[src/rtl/qspi_slave_port.sv]
// qspi_slave_port
// Quad-SPI slave front end for the shared 8-bit mailbox RAM. The host pins are
// oversampled in the clk domain and decoded into command/address/data frames.
// RAM writes are single-cycle pulses. RAM reads are synchronous, with data
// valid one clk after ram_addr.
//
// Ports
//   clk, rst_n            system clock, async active-low reset
//   qspi_sck/cs_n/io_in   host pins (mode 0, sck idle low)
//   qspi_io_out/io_oe     pin drive value and output enable
//   ram_addr/wdata/wen    RAM write/address port
//   ram_rdata             RAM read data
//   busy                  frame selected (synchronized cs_n low, 1 clk delay)
//   frame_done            one-cycle pulse after synchronized cs_n rises
//
// Build option: define QSPI_READBACK_EN to enable the 0xEB quad-read path.
// Without it, 0xEB is ignored like any other unknown command and the pins
// are never driven.
module qspi_slave_port #(
  parameter int addr_width = 8
) (
  input  logic                  clk,
  input  logic                  rst_n,
  input  logic                  qspi_sck,
  input  logic                  qspi_cs_n,
  input  logic [3:0]            qspi_io_in,
  output logic [3:0]            qspi_io_out,
  output logic                  qspi_io_oe,
  output logic [addr_width-1:0] ram_addr,
  output logic [7:0]            ram_wdata,
  output logic                  ram_wen,
  input  logic [7:0]            ram_rdata,
  output logic                  busy,
  output logic                  frame_done
);

  localparam logic [2:0] ST_IDLE   = 3'd0;
  localparam logic [2:0] ST_CMD    = 3'd1;
  localparam logic [2:0] ST_ADDR   = 3'd2;
  localparam logic [2:0] ST_DUMMY  = 3'd3;
  localparam logic [2:0] ST_WDATA  = 3'd4;
  localparam logic [2:0] ST_RDATA  = 3'd5;
  localparam logic [2:0] ST_IGNORE = 3'd6;

  logic       sck_s1_q, sck_s2_q, sck_s3_q;
  logic       cs_s1_q, cs_s2_q;
  logic [3:0] io_s1_q, io_s2_q;
  logic [1:0] sync_ok_q;

  // The cs_n synchronizer resets to "deselected". sync_ok_q marks when the
  // chain holds real pin samples, so a cs_n held low across reset is not
  // mistaken for a fresh falling edge.
  always_ff @(posedge clk or negedge rst_n) begin
    if (!rst_n) begin
      sck_s1_q  <= 1'b0;
      sck_s2_q  <= 1'b0;
      sck_s3_q  <= 1'b0;
      cs_s1_q   <= 1'b1;
      cs_s2_q   <= 1'b1;
      io_s1_q   <= 4'h0;
      io_s2_q   <= 4'h0;
      sync_ok_q <= 2'b00;
    end else begin
      sck_s1_q  <= qspi_sck;
      sck_s2_q  <= sck_s1_q;
      sck_s3_q  <= sck_s2_q;
      cs_s1_q   <= qspi_cs_n;
      cs_s2_q   <= cs_s1_q;
      io_s1_q   <= qspi_io_in;
      io_s2_q   <= io_s1_q;
      sync_ok_q <= {sync_ok_q[0], 1'b1};
    end
  end

  logic sck_rise, sck_fall;
  assign sck_rise = sck_s2_q & ~sck_s3_q;
  assign sck_fall = ~sck_s2_q & sck_s3_q;

  logic [2:0]            state_q, state_d;
  logic                  nib_q, nib_d;
  logic [3:0]            hi_q, hi_d;
  logic                  is_read_q, is_read_d;
  logic [addr_width-1:0] addr_q, addr_d;
  logic                  wen_q, wen_d;
  logic [7:0]            wdata_q, wdata_d;
  logic [3:0]            tx_lo_q, tx_lo_d;
  logic                  tx_nib_q, tx_nib_d;
  logic [3:0]            io_out_q, io_out_d;
  logic                  oe_q, oe_d;
  logic                  busy_q, busy_d;
  logic                  done_q, done_d;
  logic                  cs_prev_q, cs_prev_d;
  logic                  armed_q, armed_d;
  logic [7:0]            rx_byte;

  assign rx_byte = {hi_q, io_s2_q};

  always_comb begin
    state_d   = state_q;
    nib_d     = nib_q;
    hi_d      = hi_q;
    is_read_d = is_read_q;
    addr_d    = addr_q;
    wen_d     = 1'b0;
    wdata_d   = wdata_q;
    tx_lo_d   = tx_lo_q;
    tx_nib_d  = tx_nib_q;
    io_out_d  = io_out_q;
    oe_d      = oe_q;
    busy_d    = ~cs_s2_q;
    done_d    = cs_s2_q & ~cs_prev_q;
    cs_prev_d = cs_s2_q;
    // Only accept a frame once cs_n has been seen high after reset.
    armed_d   = armed_q | (sync_ok_q[1] & cs_s2_q);

    // Advance the address the cycle after each write pulse, so ram_addr is
    // stable while ram_wen is high.
    if (wen_q) addr_d = addr_q + addr_width'(1);

    if (cs_s2_q) begin
      // Deselect aborts everything; a half-received byte is dropped.
      state_d  = ST_IDLE;
      nib_d    = 1'b0;
      tx_nib_d = 1'b0;
      oe_d     = 1'b0;
      io_out_d = 4'h0;
    end else begin
      case (state_q)
        ST_IDLE: begin
          nib_d = 1'b0;
          if (armed_q) state_d = ST_CMD;
        end
        ST_RDATA: begin
          // The high nibble comes straight from ram_rdata. The address was
          // bumped at least one sck half-period earlier, so the prefetched
          // byte is already valid.
          if (sck_fall) begin
            oe_d = 1'b1;
            if (!tx_nib_q) begin
              io_out_d = ram_rdata[7:4];
              tx_lo_d  = ram_rdata[3:0];
              tx_nib_d = 1'b1;
            end else begin
              io_out_d = tx_lo_q;
              tx_nib_d = 1'b0;
              addr_d   = addr_q + addr_width'(1);
            end
          end
        end
        default: begin
          if (sck_rise) begin
            nib_d = ~nib_q;
            if (!nib_q) begin
              hi_d = io_s2_q;
            end else begin
              case (state_q)
                ST_CMD: begin
                  if (rx_byte == 8'h38) begin
                    is_read_d = 1'b0;
                    state_d   = ST_ADDR;
`ifdef QSPI_READBACK_EN
                  end else if (rx_byte == 8'hEB) begin
                    is_read_d = 1'b1;
                    state_d   = ST_ADDR;
`endif
                  end else begin
                    state_d = ST_IGNORE;
                  end
                end
                ST_ADDR: begin
                  addr_d  = rx_byte[addr_width-1:0];
                  state_d = is_read_q ? ST_DUMMY : ST_WDATA;
                end
                ST_DUMMY: begin
                  state_d  = ST_RDATA;
                  tx_nib_d = 1'b0;
                end
                ST_WDATA: begin
                  wen_d   = 1'b1;
                  wdata_d = rx_byte;
                end
                default: ;
              endcase
            end
          end
        end
      endcase
    end
  end

  always_ff @(posedge clk or negedge rst_n) begin
    if (!rst_n) begin
      state_q   <= ST_IDLE;
      nib_q     <= 1'b0;
      hi_q      <= 4'h0;
      is_read_q <= 1'b0;
      addr_q    <= '0;
      wen_q     <= 1'b0;
      wdata_q   <= 8'h00;
      tx_lo_q   <= 4'h0;
      tx_nib_q  <= 1'b0;
      io_out_q  <= 4'h0;
      oe_q      <= 1'b0;
      busy_q    <= 1'b0;
      done_q    <= 1'b0;
      cs_prev_q <= 1'b1;
      armed_q   <= 1'b0;
    end else begin
      state_q   <= state_d;
      nib_q     <= nib_d;
      hi_q      <= hi_d;
      is_read_q <= is_read_d;
      addr_q    <= addr_d;
      wen_q     <= wen_d;
      wdata_q   <= wdata_d;
      tx_lo_q   <= tx_lo_d;
      tx_nib_q  <= tx_nib_d;
      io_out_q  <= io_out_d;
      oe_q      <= oe_d;
      busy_q    <= busy_d;
      done_q    <= done_d;
      cs_prev_q <= cs_prev_d;
      armed_q   <= armed_d;
    end
  end

  assign ram_addr   = addr_q;
  assign ram_wdata  = wdata_q;
  assign ram_wen    = wen_q;
  assign busy       = busy_q;
  assign frame_done = done_q;

`ifdef QSPI_READBACK_EN
  assign qspi_io_out = io_out_q;
  assign qspi_io_oe  = oe_q;
`else
  // Write-only build: the read datapath is unreachable and the pins stay
  // undriven.
  logic unused_rd;
  assign unused_rd   = ^{io_out_q, oe_q};
  assign qspi_io_out = 4'h0;
  assign qspi_io_oe  = 1'b0;
`endif

endmodule
[config.mk]
export PLATFORM = sky130hd
export DESIGN_NAME = qspi_slave_port
export DESIGN_NICKNAME = d
export VERILOG_FILES = /design/src/rtl/qspi_slave_port.sv
export SDC_FILE = /design/constraint.sdc
export NUM_CORES = 1
export LEC_CHECK = 0
export CORE_ASPECT_RATIO = 0.8
export CORE_MARGIN = 10
export CORE_UTILIZATION = 25
export DETAILED_ROUTE_END_ITERATION = 10
export PLACE_DENSITY = 0.55
export SETUP_SLACK_MARGIN = 0.3
export SKIP_LAST_GASP = 1
export SLEW_MARGIN = 20
export SYNTH_ARGS = -nofsm -noshare
export SYNTH_HDL_FRONTEND = slang
export SYNTH_SLANG_ARGS = --single-unit
[constraint.sdc]
create_clock -name clk -period 2.62 [get_ports clk]
set_input_delay 0.524 -clock clk [delete_from_list [all_inputs] [get_ports clk]]
set_output_delay 0.524 -clock clk [all_outputs]
set_load 0.02 [all_outputs]
Word level (Yosys, flattened, before mapping)
Index checks and enable logic that the tools add are counted.

Register bits after elaboration: 45. Input port bits: 16. Output and inout bits: 24. Logic and storage cells: 84.

Add/subtract/negate cells: 1. Eq/ne operators: 10. Muxes and demuxes: 30. Bitwise operators: 11. Reduce and logical (&&, ||, !) cells: 13.

Operators by type and width (count): $mux W8 (7); $pmux W8 S2 (1); $mux W3 (5); $reduce_and A5 Y1 (3); $reduce_bool A3 Y1 (5); $mux W1 (13); $pmux W3 S3 (1); $add A8 B1 Y8 const B (1); $eq A8 B6 Y1 const B (1); $eq A3 B2 Y1 const B (2); $eq A3 B3 Y1 const B (2); $ne A3 B3 Y1 const B (2); $not A1 Y1 (6); $pmux W3 S2 (1); $reduce_bool A5 Y1 (1); $and A1 B1 Y1 (4); $ne A2 B2 Y1 const B (2); $pmux W1 S2 (2); $reduce_and A4 Y1 (1); $eq A3 B1 Y1 const B (1); $logic_not A3 Y1 (1); $reduce_and A2 Y1 (1); $reduce_or A2 Y1 (1); $or A1 B1 Y1 (1).

Logic depth before layout (Yosys ltp)
Depth after elaboration: 7. Mapped depth: 6. Mapped depth without buffers: 5.

Worst setup path before layout
Ideal clock, no wire load.

Path type: reg2reg. Start point: reg sck_s3_q. End point: reg wdata_q[0] (netlist: ram_wdata[0]). Library setup time: 0.125 ns. Arrival time: 1.572 ns. Data required time: 2.495 ns. Path slack: 0.923 ns. Cell stages (with the launch flop): 5. Buffers on the path: 1. Clock period less this slack: 1.697 ns. Cells stage by stage: dfrtp_1 > nand3b_2 > or4_1 > buf_6 > mux2_4.

Cells in the longest elaborated chain, start to end: 3.

RTL lines: start, declared (RTL line 45) `logic sck_s1_q, sck_s2_q, sck_s3_q;`; start signal, assigned (RTL line 66) `sck_s3_q <= sck_s2_q;`; $not A1 Y1 (RTL line 76) `assign sck_rise = sck_s2_q & ~sck_s3_q;`; $and A1 B1 Y1 (RTL line 76); $reduce_and A5 Y1 (no line); end signal, assigned (RTL line 215) `wdata_q <= wdata_d;`; end, declared (RTL line 85) `logic [7:0] wdata_q, wdata_d;`.

No other way between the ends. A chain may end at the register's enable or synchronous reset.

Final worst setup path
Start point: reg wen_q (netlist: ram_wen). End point: out ram_wen.

RTL lines: start, declared (RTL line 84) `logic wen_q, wen_d;`; start signal, assigned (RTL line 214) `wen_q <= wen_d;`; end, declared (RTL line 31) `output logic ram_wen,`.

No word-level cell between the ends.

==> reports/results.txt <==
status: completed
Critical Setup Path Class: reg -> out
Core Area: 7532 µm²
post-route ant nets: 0
sequential cell area fraction in the yosys report: 57.30%
Hold Crit Class: in -> async
R2R cell count: 3
ys async rst share: 100.0%
vias in the first global route: 1278
Filler cells: 761
final setup margin: 465.5 ps
critical path's slowest cell: clkdlybuf4s50_1
grt total ovfl: 0
Initial DRT Pass Iterations: 4
Net count, final: 206
post-synthesis register bit count: 45
H-tree levels: 2
Least-Margin Pin Slew: 605.3 ps
Post-synth EDFFs: 0
Max Freq: 464.1 MHz
LEAKAGE: 0.001057 µW
total CTS buffers: 5
arrival time worst endpoint: 1630 ps
list of most frequent post-synthesis cells: 42 x dfrtp_1, 14 x nor2_1, 8 x mux2_4
vias per inst: 4.393
die area: 11860 µm²
crit path time final: 2155 ps
worst-path fanout max: 12
largest net degree at the start of global routing: 30
r2r startpoint: sck_s3_q
crit path cell chain: clkdlybuf4s50_1
Post-Place Worst Slack: 577.2 ps
largest area contributor in the netlist: dfrtp_1
Final GP Congestion: 0.7794
maxcap violations: 0
# DRC: 0
worst endpoint required time: 2100 ps
Clock Root Buffer: clkbuf_8
Final HPWL DP: 3070 µm
first-pass GRT wire length: 7093 µm
Wirelength per Cell: 14.46 µm
WP buf/inv: 1
yosys warns: 0
die height: 99.44 µm
CTS max path bufs: 2
# diodes: 0
num ports: 40
Total Routing Usage GR: 7.424%
clock sink count: 45
CTS resizes: 0
Worst Setup SP: ram_wen
Synth area leaders: dfrtp_1 53%, mux2_4 6.1%, dfstp_2 4.0%, mux2_2 2.9%, nor2_1 2.7%
cts hold-fix bufs: 0
DRT iter0 DRCs: 92
final clock skew: 12.07 ps
pwr dens: 580.1 nW/µm²
maximum VDD drop: 0.0002887 V
fin crit share: 82.23%
initial antenna violation count: 0
setup_tns: 0 ps
Synth Cell Area: 1972 µm²
RSZ-0062 raised after global routing: no
most common cell in the synthesized netlist: dfrtp_1
Final Hold Vio Count: 0
Setup Buffers After CTS: 0
Cells after Synth: 162
delay-heaviest family, CP: buffers and inverters
area grow syn2layout: 23.54%
final setup fails: 0
final WL: 4266 µm
initial core utilization: 26.18%
Setup crit end kind: primary output
Crit path depth: 1
share of cells above drive strength 1: 15.79%
chip width: 119.3 µm
slew margin rel.: 59.31%
num rows: 28
Avg Inst Size Synth: 12.17 µm²
Final Max Tran Viols: 0
Synth top area share: 53.30%
via count: 1296
Max stage delay on crit path: 700 ps
clock transition at the registers of the reported paths: 100 ps
CTS tree: yes
ys flop type: dfrtp_1
Synth cell types: 46
number of port buffers: 26
Worst-Skew Late Latency: 300 ps
critical path startpoint category: register
[final timing paths]
check,slack [ps],to
max,470,ram_wen
min,130,sync_ok_q[0]
max reg2reg,590,ram_wdata[3]
min reg2reg,350,io_s2_q[0]
max in group asynchronous,1750,cs_prev_q
min in group clk,350,io_s2_q[0]
[power by group]
part | switching (µW) | leakage, µW | internal (µW) | total [µW]
clock | 259 | 0.0000633 | 317 | 576
combinational | 34.8 | 0.000425 | 32.2 | 67.0
sequential | 41.0 | 0.000569 | 729 | 770
[layout by cell type (no fill, tap or decap), drive strengths merged, types with 2 or more instances in the layout]
cell type and count:
a21oi 3, a22oi 6, a311oi 2, and3 2, buf 2, clkbuf 6
clkdlybuf4s50 25, conb 6, dfrtp 42, dfstp 3, inv 4, mux2 13
nand2 7, nand2b 2, nand3 4, nand3b 3, nand4 2, nor2 14
nor3 2, nor4 2, o2111ai 2, o21ai 4, o22ai 6, xnor2 6
xor2 5
[per-layer routing]
| metal | wire length [µm] | GRT usage, % | up-vias |
|---|---|---|---|
| li1 | - | - | 622 |
| met1 | 2321 | 11.32 | 630 |
| met2 | 1602 | 8.875 | 38 |
| met3 | 300 | 3.277 | 6 |
| met4 | 42 | 1.944 | 0 |
| met5 | 0 | 0 | - |
[cell families (layout without fill, tap and decap cells)]
kind of cell	after synthesis	after routing	synth area share, %
other	2	6	0.3809
muxes	14	14	9.454
DFF	45	45	57.30
xor gates and xnor gates	11	11	4.886
buffers and inverters	14	38	4.061
adders and majority gates	1	1	0.6344
AOI/OAI and AO/OA	31	31	10.91
and+or+nand+nor	44	44	12.37
[state kept, by name, summed over array words and instances, names as in the netlist]
name and count:
ram_wdata 8, state_q 3, ram_wen 1, sck_s3_q 1, sync_ok_q 2, cs_s1_q 1
frame_done 1, armed_q 1, cs_prev_q 1, hi_q 4, tx_nib_q 1, busy 1
nib_q 1, io_s1_q 4, io_s2_q 4, ram_addr 8, cs_prev_d 1, sck_s1_q 1
sck_s2_q 1
[layout make-up]
type | instances | area [µm²] | share of cell area (%)
sequential | 45 | 1130 | 46.38
multi-input combinational | 107 | 777.0 | 31.90
timing repair buffer | 27 | 262.8 | 10.79
tap | 105 | 131.4 | 5.393
clock buffer | 6 | 82.58 | 3.390
clock inverter | 2 | 41.29 | 1.695
inverter | 3 | 11.26 | 0.4622
[stage by stage]
stage               total power (µW)  utilization (%)  hold WS [ps]  cell area (µm²)  cells
global placement               850.9            30.70         332.2             2312    287
CTS                             1423            32.34         143.1             2436    295
detailed placement             852.2            30.70         335.5             2312    287
finish                          1413            32.34         126.1             2436    295
floorplan                      809.2                -         228.4             1987    166
global route                    1472            32.34         145.9             2436    295
No activity file was read; power rests on OpenSTA's default activity.
